File: config.mk
export PLATFORM = sky130hd
export DESIGN_NAME = shot_resolver_flat
export DESIGN_NICKNAME = d
export VERILOG_FILES = /design/src/rtl/shot_resolver_if.sv /design/src/rtl/shot_resolver.sv /design/src/flat_wrapper.sv
export SDC_FILE = /design/constraint.sdc
export NUM_CORES = 1
export LEC_CHECK = 0
export ABC_AREA = 1
export CAP_MARGIN = 20
export CORE_ASPECT_RATIO = 0.8
export CORE_MARGIN = 8
export CORE_UTILIZATION = 35
export CTS_BUF_LIST = sky130_fd_sc_hd__clkbuf_8
export DETAILED_ROUTE_END_ITERATION = 7
export PLACE_DENSITY = 0.7
export SLEW_MARGIN = 5
export SYNTH_ARGS = -nofsm -noshare
export SYNTH_HDL_FRONTEND = slang
export SYNTH_SLANG_ARGS = --single-unit
File: constraint.sdc
create_clock -name clk -period 2.3 [get_ports clk]
set_clock_uncertainty 0.1 [all_clocks]
set_input_delay 0.46 -clock clk [delete_from_list [all_inputs] [get_ports clk]]
set_output_delay 0.46 -clock clk [all_outputs]
set_load 0.05 [all_outputs]
File: src/rtl/shot_resolver_if.sv
// Shot request/result handshake between the game FSM and shot_resolver.
interface shot_resolver_if;
    logic       attack_State;
    logic       new_game;
    logic       fire;
    logic       turn;
    logic [2:0] i_target;
    logic [2:0] j_target;
    logic       busy;
    logic       result_valid;
    logic [1:0] result;

    modport master (
        output attack_State, new_game, fire, turn, i_target, j_target,
        input  busy, result_valid, result
    );
    modport slave (
        input  attack_State, new_game, fire, turn, i_target, j_target,
        output busy, result_valid, result
    );
endinterface

File: src/rtl/shot_resolver.sv
// Attack-phase shot resolver: one shot per request, shot maps, hit counters, game over.
// Optional SHOT_RESOLVER_TURN_AUTO_EN: internal turn register (toggles on MISS) replaces the turn port.
module shot_resolver #(
    parameter int N     = 5,
    parameter int CNT_W = 5
) (
    input  logic                      clk,
    input  logic                      rst,
    shot_resolver_if.slave            sr,
    input  logic [CNT_W-1:0]          total_ship_cells,
    input  logic [N-1:0][N-1:0][1:0]  tablero_jugador,
    input  logic [N-1:0][N-1:0][1:0]  tablero_pc,
    output logic [CNT_W-1:0]          player_hits,
    output logic [CNT_W-1:0]          pc_hits,
    output logic                      game_over,
    output logic                      winner,
    output logic                      turn_out,
    output logic [N-1:0][N-1:0]       shots_on_pc,
    output logic [N-1:0][N-1:0]       shots_on_player
);
    typedef enum logic [1:0] {IDLE, CHECK, RESOLVE, OVER} state_t;
    typedef enum logic [1:0] {MISS = 2'b00, HIT = 2'b01, REPEAT = 2'b10, INVALID = 2'b11} code_t;
    typedef struct packed {
        logic       side;
        logic [2:0] i;
        logic [2:0] j;
    } shot_t;

    localparam logic [1:0] BARCO = 2'b01;

    state_t           state;
    shot_t            req;
    logic             turn_q;
    logic             shooter;
    code_t            code;
    logic [CNT_W-1:0] cnt;
    logic [CNT_W-1:0] cnt_nxt;

`ifdef SHOT_RESOLVER_TURN_AUTO_EN
    assign shooter = turn_q;
`else
    assign shooter = sr.turn;
`endif
    assign turn_out = turn_q;

    // side 0 = player firing at the PC board, side 1 = PC firing at the player board
    always_comb begin
        code    = MISS;
        cnt     = req.side ? pc_hits : player_hits;
        cnt_nxt = (&cnt) ? cnt : cnt + CNT_W'(1);
        if (int'(req.i) >= N || int'(req.j) >= N)
            code = INVALID;
        else if (req.side ? shots_on_player[req.i][req.j] : shots_on_pc[req.i][req.j])
            code = REPEAT;
        else if ((req.side ? tablero_jugador[req.i][req.j] : tablero_pc[req.i][req.j]) == BARCO)
            code = HIT;
    end

    // Resolution is registered on leaving CHECK so result, maps and counters are all
    // visible together during RESOLVE (fire at T, result_valid at T+2).
    always_ff @(posedge clk or negedge rst) begin
        if (!rst) begin
            state           <= IDLE;
            req             <= '0;
            turn_q          <= 1'b0;
            sr.busy         <= 1'b0;
            sr.result_valid <= 1'b0;
            sr.result       <= 2'b00;
            player_hits     <= '0;
            pc_hits         <= '0;
            game_over       <= 1'b0;
            winner          <= 1'b0;
            shots_on_pc     <= '0;
            shots_on_player <= '0;
        end else if (sr.new_game) begin
            state           <= IDLE;
            req             <= '0;
            turn_q          <= 1'b0;
            sr.busy         <= 1'b0;
            sr.result_valid <= 1'b0;
            sr.result       <= 2'b00;
            player_hits     <= '0;
            pc_hits         <= '0;
            game_over       <= 1'b0;
            winner          <= 1'b0;
            shots_on_pc     <= '0;
            shots_on_player <= '0;
        end else begin
            sr.result_valid <= 1'b0;
            unique case (state)
                IDLE: begin
                    if (sr.fire && sr.attack_State && !game_over) begin
                        req     <= {shooter, sr.i_target, sr.j_target};
`ifndef SHOT_RESOLVER_TURN_AUTO_EN
                        turn_q  <= sr.turn;
`endif
                        sr.busy <= 1'b1;
                        state   <= CHECK;
                    end
                end
                CHECK: begin
                    sr.result       <= code;
                    sr.result_valid <= 1'b1;
                    sr.busy         <= 1'b0;
                    state           <= RESOLVE;
                    if (code == HIT || code == MISS) begin
                        if (req.side) shots_on_player[req.i][req.j] <= 1'b1;
                        else          shots_on_pc[req.i][req.j]     <= 1'b1;
                    end
                    if (code == HIT) begin
                        if (req.side) pc_hits     <= cnt_nxt;
                        else          player_hits <= cnt_nxt;
                        if (cnt_nxt == total_ship_cells && total_ship_cells != '0) begin
                            game_over <= 1'b1;
                            winner    <= req.side;
                        end
                    end
`ifdef SHOT_RESOLVER_TURN_AUTO_EN
                    if (code == MISS) turn_q <= ~turn_q;
`endif
                end
                RESOLVE: state <= game_over ? OVER : IDLE;
                OVER:    state <= OVER;
            endcase
        end
    end
endmodule

File: src/flat_wrapper.sv
// flat-port wrapper written by rule: the top's interface ports become plain ports
module shot_resolver_flat 
#(
    parameter int N     = 5,
    parameter int CNT_W = 5
)
  (clk, rst, total_ship_cells, tablero_jugador, tablero_pc, player_hits, pc_hits, game_over, winner, turn_out, shots_on_pc, shots_on_player, sr_attack_State, sr_new_game, sr_fire, sr_turn, sr_i_target, sr_j_target, sr_busy, sr_result_valid, sr_result);
  shot_resolver_if sr_i ();
  input  logic clk;
  input  logic rst;
  input  logic [CNT_W-1:0] total_ship_cells;
  input  logic [N-1:0][N-1:0][1:0] tablero_jugador;
  input  logic [N-1:0][N-1:0][1:0] tablero_pc;
  output logic [CNT_W-1:0] player_hits;
  output logic [CNT_W-1:0] pc_hits;
  output logic game_over;
  output logic winner;
  output logic turn_out;
  output logic [N-1:0][N-1:0] shots_on_pc;
  output logic [N-1:0][N-1:0] shots_on_player;
  input wire logic [$bits(sr_i.attack_State)-1:0] sr_attack_State;
  input wire logic [$bits(sr_i.new_game)-1:0] sr_new_game;
  input wire logic [$bits(sr_i.fire)-1:0] sr_fire;
  input wire logic [$bits(sr_i.turn)-1:0] sr_turn;
  input wire logic [$bits(sr_i.i_target)-1:0] sr_i_target;
  input wire logic [$bits(sr_i.j_target)-1:0] sr_j_target;
  output wire logic [$bits(sr_i.busy)-1:0] sr_busy;
  output wire logic [$bits(sr_i.result_valid)-1:0] sr_result_valid;
  output wire logic [$bits(sr_i.result)-1:0] sr_result;
  assign sr_i.attack_State = sr_attack_State;
  assign sr_i.new_game = sr_new_game;
  assign sr_i.fire = sr_fire;
  assign sr_i.turn = sr_turn;
  assign sr_i.i_target = sr_i_target;
  assign sr_i.j_target = sr_j_target;
  assign sr_busy = sr_i.busy;
  assign sr_result_valid = sr_i.result_valid;
  assign sr_result = sr_i.result;
  shot_resolver #(.N(N), .CNT_W(CNT_W)) u_core (.clk(clk), .rst(rst), .sr(sr_i), .total_ship_cells(total_ship_cells), .tablero_jugador(tablero_jugador), .tablero_pc(tablero_pc), .player_hits(player_hits), .pc_hits(pc_hits), .game_over(game_over), .winner(winner), .turn_out(turn_out), .shots_on_pc(shots_on_pc), .shots_on_player(shots_on_player));
endmodule
==> results.toml <==
[global_routing]
track_usage_pct = 21.5
grt_max_degree = 52
grt_pass1_vias = 5939
antenna_found_initial = 0
grt_first_pass_wirelength_um = 32400
grt_overflow = 0

[die]
core-area_um2 = 14800
die_w_um = 153
die_h_um = 125
start_util_pct = 35.2
io_pins = 184
fp.dieArea_um2 = 19100
placementRows = 40

[logic_synthesis]
synth_top_family_by_area = "simple AND/OR/NAND/NOR gates"
synthSimpleGateAreaFrac_pct = 38.6
synth_cells = 790
avgSynthCellArea_um2 = 6.61
yosysWarnings = 0
ys_ff_latch = 75
synth_cell_types = 33
synth_edf_count = 0
synth-compound-area-share_pct = 10.8
synth-adder-area-share_pct = 0.240
ys_async_sr_fraction_pct = 100
synth.cell_area_um2 = 5220
synthXorXnorAreaFrac_pct = 0.839
ys_seq_area_share_pct = 36.0
synth_ff_type = "dfrtp_1"
synthMuxAreaShare_pct = 0
synthesis.nets = 908

[clocking]
cts_tree = "done"
clk_pin_slew_ps = 90
cts.sinks = 75
clk_latency_ps = 360
cts_buffers = 9
cts_buffer_depth = 2
htreeDepth = 3
cts-root-buf = "clkbuf_8"

[timing]
finalWorstSetupSlack_ps = -244
finalHoldViolations = 0
rsz0062_at_grt = "true"
max_freq_mhz = 393
drv_slew = 0
setup_violations = 63
tightest_slew_ps = 764
min_period_ps = 2540
period_share_pct = 111
slew_headroom_pct = 49.1

[critical_path]
arrival_ps = 2720
cpMostUsedCell = "nand2_1"
crit_path_start_kind = "flip-flop"
path_delay_family = "simple AND/OR/NAND/NOR gates"
worst-path-max-fanout = 15
cpMaxStageDelayCell = "dfrtp_2"
cp.required_ps = 2470
critPathKind = "reg2reg"
critical_path.max_stage_delay_ps = 450
path_buf_inv = 4
crit_chain = "buf_4 -> nor2_4 -> buf_12 -> nand3_1 -> nand2_1 -> nor2_1 -> nand2_1 -> nand2_1 -> nand2_1 -> nor2_1 -> nand2_1 -> nand2_2 -> nand2_4 -> o21ai_4 -> buf_6 -> clkbuf_16 -> nand2_1 -> a21oi_1"
endpoint_kind = "flip-flop"

[routing]
vias = 6106
wl_um = 21700
antenna_left = 0
drtIter0Drc = 456
first_pass_iters = 5
drc = 0
vias_per_cell = 5.04
wl_per_cell_um = 17.9

[run_status]
status = "finished, violations left"
violations = "setup timing"

[pwr]
worst_ir_drop_vdd_v = 0.000482
p_leak_nw = 3.86
total_power_mw = 4.82
power.density_nw_per_um2 = 575

[placement]
io_buffers = 183
gp_congestion = 0.873
place_inst = 1173
post-place-ws_ps = -235
dpl.hpwl_um = 15700

[finish]
finalNetCount = 1135
diodes = 0
syn_to_final_growth_pct = 60.6
drive_above_1_share_pct = 20.6
layout.cells.non_filler = 1211

[run]
maxCapViolCount = 0

[min_path]
hold_path.class = "in2reg"
final timing paths:
path / startpoint / end / slack (ps) / cells past startpoint
min: sr_new_game / u_core.state[1]$_DFFE_PN0P_ / 380 / 2
max reg2reg: u_core.req[4]$_DFFE_PN0P_ / u_core.shots_on_player[12]$_DFFE_PN0P_ / -240 / 18
min reg2reg: u_core.sr.result[1]$_DFFE_PN0N_ / u_core.sr.result[1]$_DFFE_PN0N_ / 390 / 2
min in group asynchronous: rst / u_core.shots_on_pc[17]$_DFFE_PN0P_ / 480 / 2
max: u_core.req[4]$_DFFE_PN0P_ / u_core.shots_on_player[12]$_DFFE_PN0P_ / -240 / 18
max in group asynchronous: rst / u_core.turn_out$_DFFE_PN0P_ / 1050 / 3
through the flow:
step	TNS [ps]	utilization [%]	instance area, um2	hold WS (ps)
detailed placement	-8190	50.7	7510	325
global placement	-5680	50.7	7510	328
global route	-17900	56.6	8380	387
finish	-10090	56.6	8380	379
floorplan	-125	-	5250	64.4
CTS	-2080	53.7	7950	362
synth_stat cells (4+ instances only):
cell | n | area share (%)
nand2_1 | 239 | 17
inv_1 | 105 | 7.6
nor2_1 | 92 | 6.6
nand3_1 | 86 | 8.2
dfrtp_1 | 75 | 36
a21oi_1 | 52 | 5.0
o21ai_0 | 20 | 1.9
buf_6 | 16 | 3.5
nand2_2 | 15 | 1.8
clkbuf_1 | 11 | 0.79
a21oi_2 | 10 | 1.7
nand4_1 | 8 | 0.96
nor3_1 | 7 | 0.67
o21ai_1 | 7 | 0.67
buf_2 | 6 | 0.58
inv_2 | 5 | 0.36
nor2_2 | 5 | 0.60
buf_4 | 4 | 0.58
nand2_4 | 4 | 0.86
nand3_2 | 4 | 0.77
xor2_1 | 4 | 0.67
worst register-to-register path: stages (launching register included):
cell,delay (ps)
dfrtp_2,450
buf_4,150
nor2_4,50
buf_12,150
nand3_1,80
nand2_1,60
nor2_1,110
nand2_1,80
nand2_1,60
nand2_1,50
nor2_1,120
nand2_1,70
nand2_2,110
nand2_4,80
o21ai_4,240
buf_6,160
clkbuf_16,160
nand2_1,50
a21oi_1,120
layout make-up:
cell class                      count  area, um2
Clock inverter                      7       70.1
Tap cell                          189        236
Timing Repair Buffer              252       2650
Inverter                          110        430
Clock buffer                        9        124
Fill cell                        1395       6430
Sequential cell                    75       1880
Multi-Input combinational cell    568       2980
Timing Repair inverter              1       6.26
flip-flops by register name, indices dropped and copies added (netlist names), 2 cells and up:
signal / cells
u_core.shots_on_pc: 25
u_core.shots_on_player: 25
u_core.req: 6
u_core.pc_hits: 5
u_core.player_hits: 5
u_core.sr.result: 2
u_core.state: 2
power by group:
part | internal [mW] | leakage (nW) | switching (mW)
Combinational | 0.936 | 2.74 | 1.32
Sequential | 1.42 | 1.02 | 0.111
Clock | 0.497 | 0.0926 | 0.533
placed cells by master (no fill, tap or decap), types with 2 or more instances in the layout:
master / n
a21oi_1: 25
a21oi_2: 37
buf_12: 15
buf_4: 42
buf_6: 11
clkbuf_16: 3
clkbuf_8: 9
clkdlybuf4s50_1: 177
clkinvlp_4: 3
dfrtp_1: 71
dfrtp_2: 4
inv_1: 103
inv_2: 4
inv_4: 3
nand2_1: 211
nand2_2: 26
nand2_4: 19
nand2_8: 3
nand3_1: 79
nand3_2: 10
nand3_4: 2
nand4_1: 8
nor2_1: 91
nor2_2: 5
nor2_4: 3
nor3_1: 7
o211ai_1: 2
o21a_1: 2
o21ai_0: 15
o21ai_1: 11
xor2_1: 4
routing by layer:
| metal | GRT usage (%) | up-vias | part of all wire (%) | routed length [um] |
|---|---|---|---|---|
| li1 | - | 2925 | - | - |
| met1 | 29.2 | 2853 | 45 | 9850 |
| met2 | 33.0 | 298 | 44 | 9530 |
| met3 | 5.51 | 30 | 8.8 | 1910 |
| met4 | 6.21 | 0 | 1.8 | 380 |
| met5 | 0 | - | 0 | 0 |
logic make-up (layout without fill, tap and decap cells):
kind of cell / Yosys count / count (layout)
simple gates: 464 / 465
buf+inv: 148 / 379
compound gates: 97 / 97
flops: 75 / 75
xor+xnor: 5 / 5
fa+ha+maj: 1 / 1
timing repair:
item | CTS | global route
gates cloned | 4 | 3
endpoints found under the hold margin | 29 | 0
pin swaps | 8 | 33
hold buffers | 1 | 0
gates resized for setup | 29 | 93
setup buffers | 9 | 8
endpoints found under the setup margin | 62 | 64
No activity file was read; power rests on OpenSTA's default activity.
==> patch (same flow settings) <==
Add a define of `SHOT_RESOLVER_TURN_AUTO_EN`.
--- a/src/rtl/shot_resolver.sv
+++ b/src/rtl/shot_resolver.sv
@@ -2,2 +2,4 @@
 // Optional SHOT_RESOLVER_TURN_AUTO_EN: internal turn register (toggles on MISS) replaces the turn port.
+`define SHOT_RESOLVER_TURN_AUTO_EN
+
 module shot_resolver #(
Check against the original RTL: not equivalent (a bounded check fails within 4 cycles, from zero or initial values and one cycle with rst low).
==> patch against the original RTL <==
The run ends with hold timing, setup timing left; routed wire length is 4.7% higher; sequential cell count is 1 higher; synthesized area is 3.2% higher; first-iteration DRC count is 7.9% lower; final area is 6.6% higher; worst setup slack better by 0.0022 ns; via count is 7.6% higher; power is 23% higher; count of clock-buffer cells in the layout is 2 higher; maximum frequency hardly changed; highest routed layer unchanged.
==> patch: results (changes against the original RTL) <==
\begin{tabular}{lr}
\hline
Metric & Value \\
\hline
\multicolumn{2}{l}{\textbf{Placement}} \\
\quad Count of buffers inserted at the top-level ports & 182 (-0.55\%) \\
\quad DP Cell Count & 1225 (+4.4\%) \\
\quad Worst-case setup slack after placement & -0.227 ns (+0.00789 ns) \\
\quad Post-place instance area & 0.00778 mm² (+3.5\%) \\
\multicolumn{2}{l}{\textbf{Finish}} \\
\quad Non-clock inverter count & 108 (-2.7\%) \\
\quad Clock-cell share of area & 2.35\% (+0.038 points) \\
\quad Post-route cell area & 0.00894 mm² (+6.6\%) \\
\quad Plain + repair buffers & 275 (+9.1\%) \\
\quad Fraction of layout cells with a size suffix above 1 & 24.1\% (+3.5 points) \\
\quad Final core utilization & 59.5\% (+2.9 points) \\
\multicolumn{2}{l}{\textbf{Global route}} \\
\quad Vias in the first global route & 6238 (+5.0\%) \\
\quad Grt met1 use & 28.2\% (-1.0 points) \\
\quad Pin count of the biggest net entering global routing & 42 (-19\%) \\
\multicolumn{2}{l}{\textbf{Synthesis}} \\
\quad Synthesized instance count & 828 (+4.8\%) \\
\quad Post-Synth Adder-Cell Area & 0.232\% (-0.0075 points) \\
\quad Syn nets & 946 (+4.2\%) \\
\quad Unique cell type count in the Yosys netlist & 35 (+6.1\%) \\
\quad Sequential-to-total area share from yosys stat & 35.3\% (-0.65 points) \\
\multicolumn{2}{l}{\textbf{Status}} \\
\quad Violated checks & hold timing, setup timing \\
\quad Result of the run & complete, but fails checks \\
\multicolumn{2}{l}{\textbf{STA}} \\
\quad Least setup slack across all paths after layout & -0.242 ns (+0.00217 ns) \\
\quad Hold WS & -0.0132 ns (-0.392 ns) \\
\quad Final setup viols & 64 (+1.6\%) \\
\quad Hold Fails Final Rpt & 36 (+36) \\
\multicolumn{2}{l}{\textbf{Routing}} \\
\quad Routed vias/inst & 5.19 (+2.9\%) \\
\hline
\end{tabular}
[patch: cell types whose count changed in the layout (fill, tap and decap cells not counted), sizes merged, moves of 3 or more]
| cell | change |
|---|---|
| a21oi | -30 |
| nor2 | +13 |
| o21ai | +51 |
| inv | -4 |
| nor3 | -4 |
| nand4 | +4 |
| dlymetal6s2s | +3 |
| buf | +21 |
| nand3 | +5 |
[patch: worst max-delay path by stage]
stage / slack [ns] / to / from
final: -0.24 / u_core.shots_on_pc[18]$_DFFE_PN0P_ / u_core.req[4]$_DFFE_PN0P_
after global routing: -0.36 / u_core.shots_on_player[8]$_DFFE_PN0P_ / u_core.req[3]$_DFFE_PN0P_
after CTS: -0.18 / u_core.shots_on_player[7]$_DFFE_PN0P_ / u_core.req[3]$_DFFE_PN0P_
after detailed placement: -0.23 / u_core.shots_on_pc[8]$_DFFE_PN0P_ / u_core.req[5]$_DFFE_PN0P_
after global placement: -0.23 / u_core.shots_on_pc[9]$_DFFE_PN0P_ / u_core.req[4]$_DFFE_PN0P_
after floorplan: 0.07 / u_core.winner$_DFFE_PN0P_ / u_core.pc_hits[0]$_DFFE_PN0P_
[patch: critical path, delay by kind of cell, from the launching register on]
kind / cells / cell delay [ns]
AO/OA/AOI/OAI: 2 / 0.20
buffers and inverters: 5 / 0.62
flip-flops: 1 / 0.40
AND/OR/NAND/NOR: 13 / 1.14
[patch: power breakdown]
group,internal (mW),switching [mW]
Sequential,1.49,0.181
Clock,0.563,0.531
Combinational,1.30,1.85
Total,3.35,2.56
[patch: repair_timing]
| item | in CTS | in global routing |
|---|---|---|
| gates cloned | 4 | 3 |
| setup buffers | 11 | 9 |
| hold endpoints to repair | 0 | 0 |
| hold buffers | 0 | 0 |
| setup endpoints to repair | 64 | 65 |
| gates resized for setup | 76 | 104 |
| pin swaps | 21 | 37 |
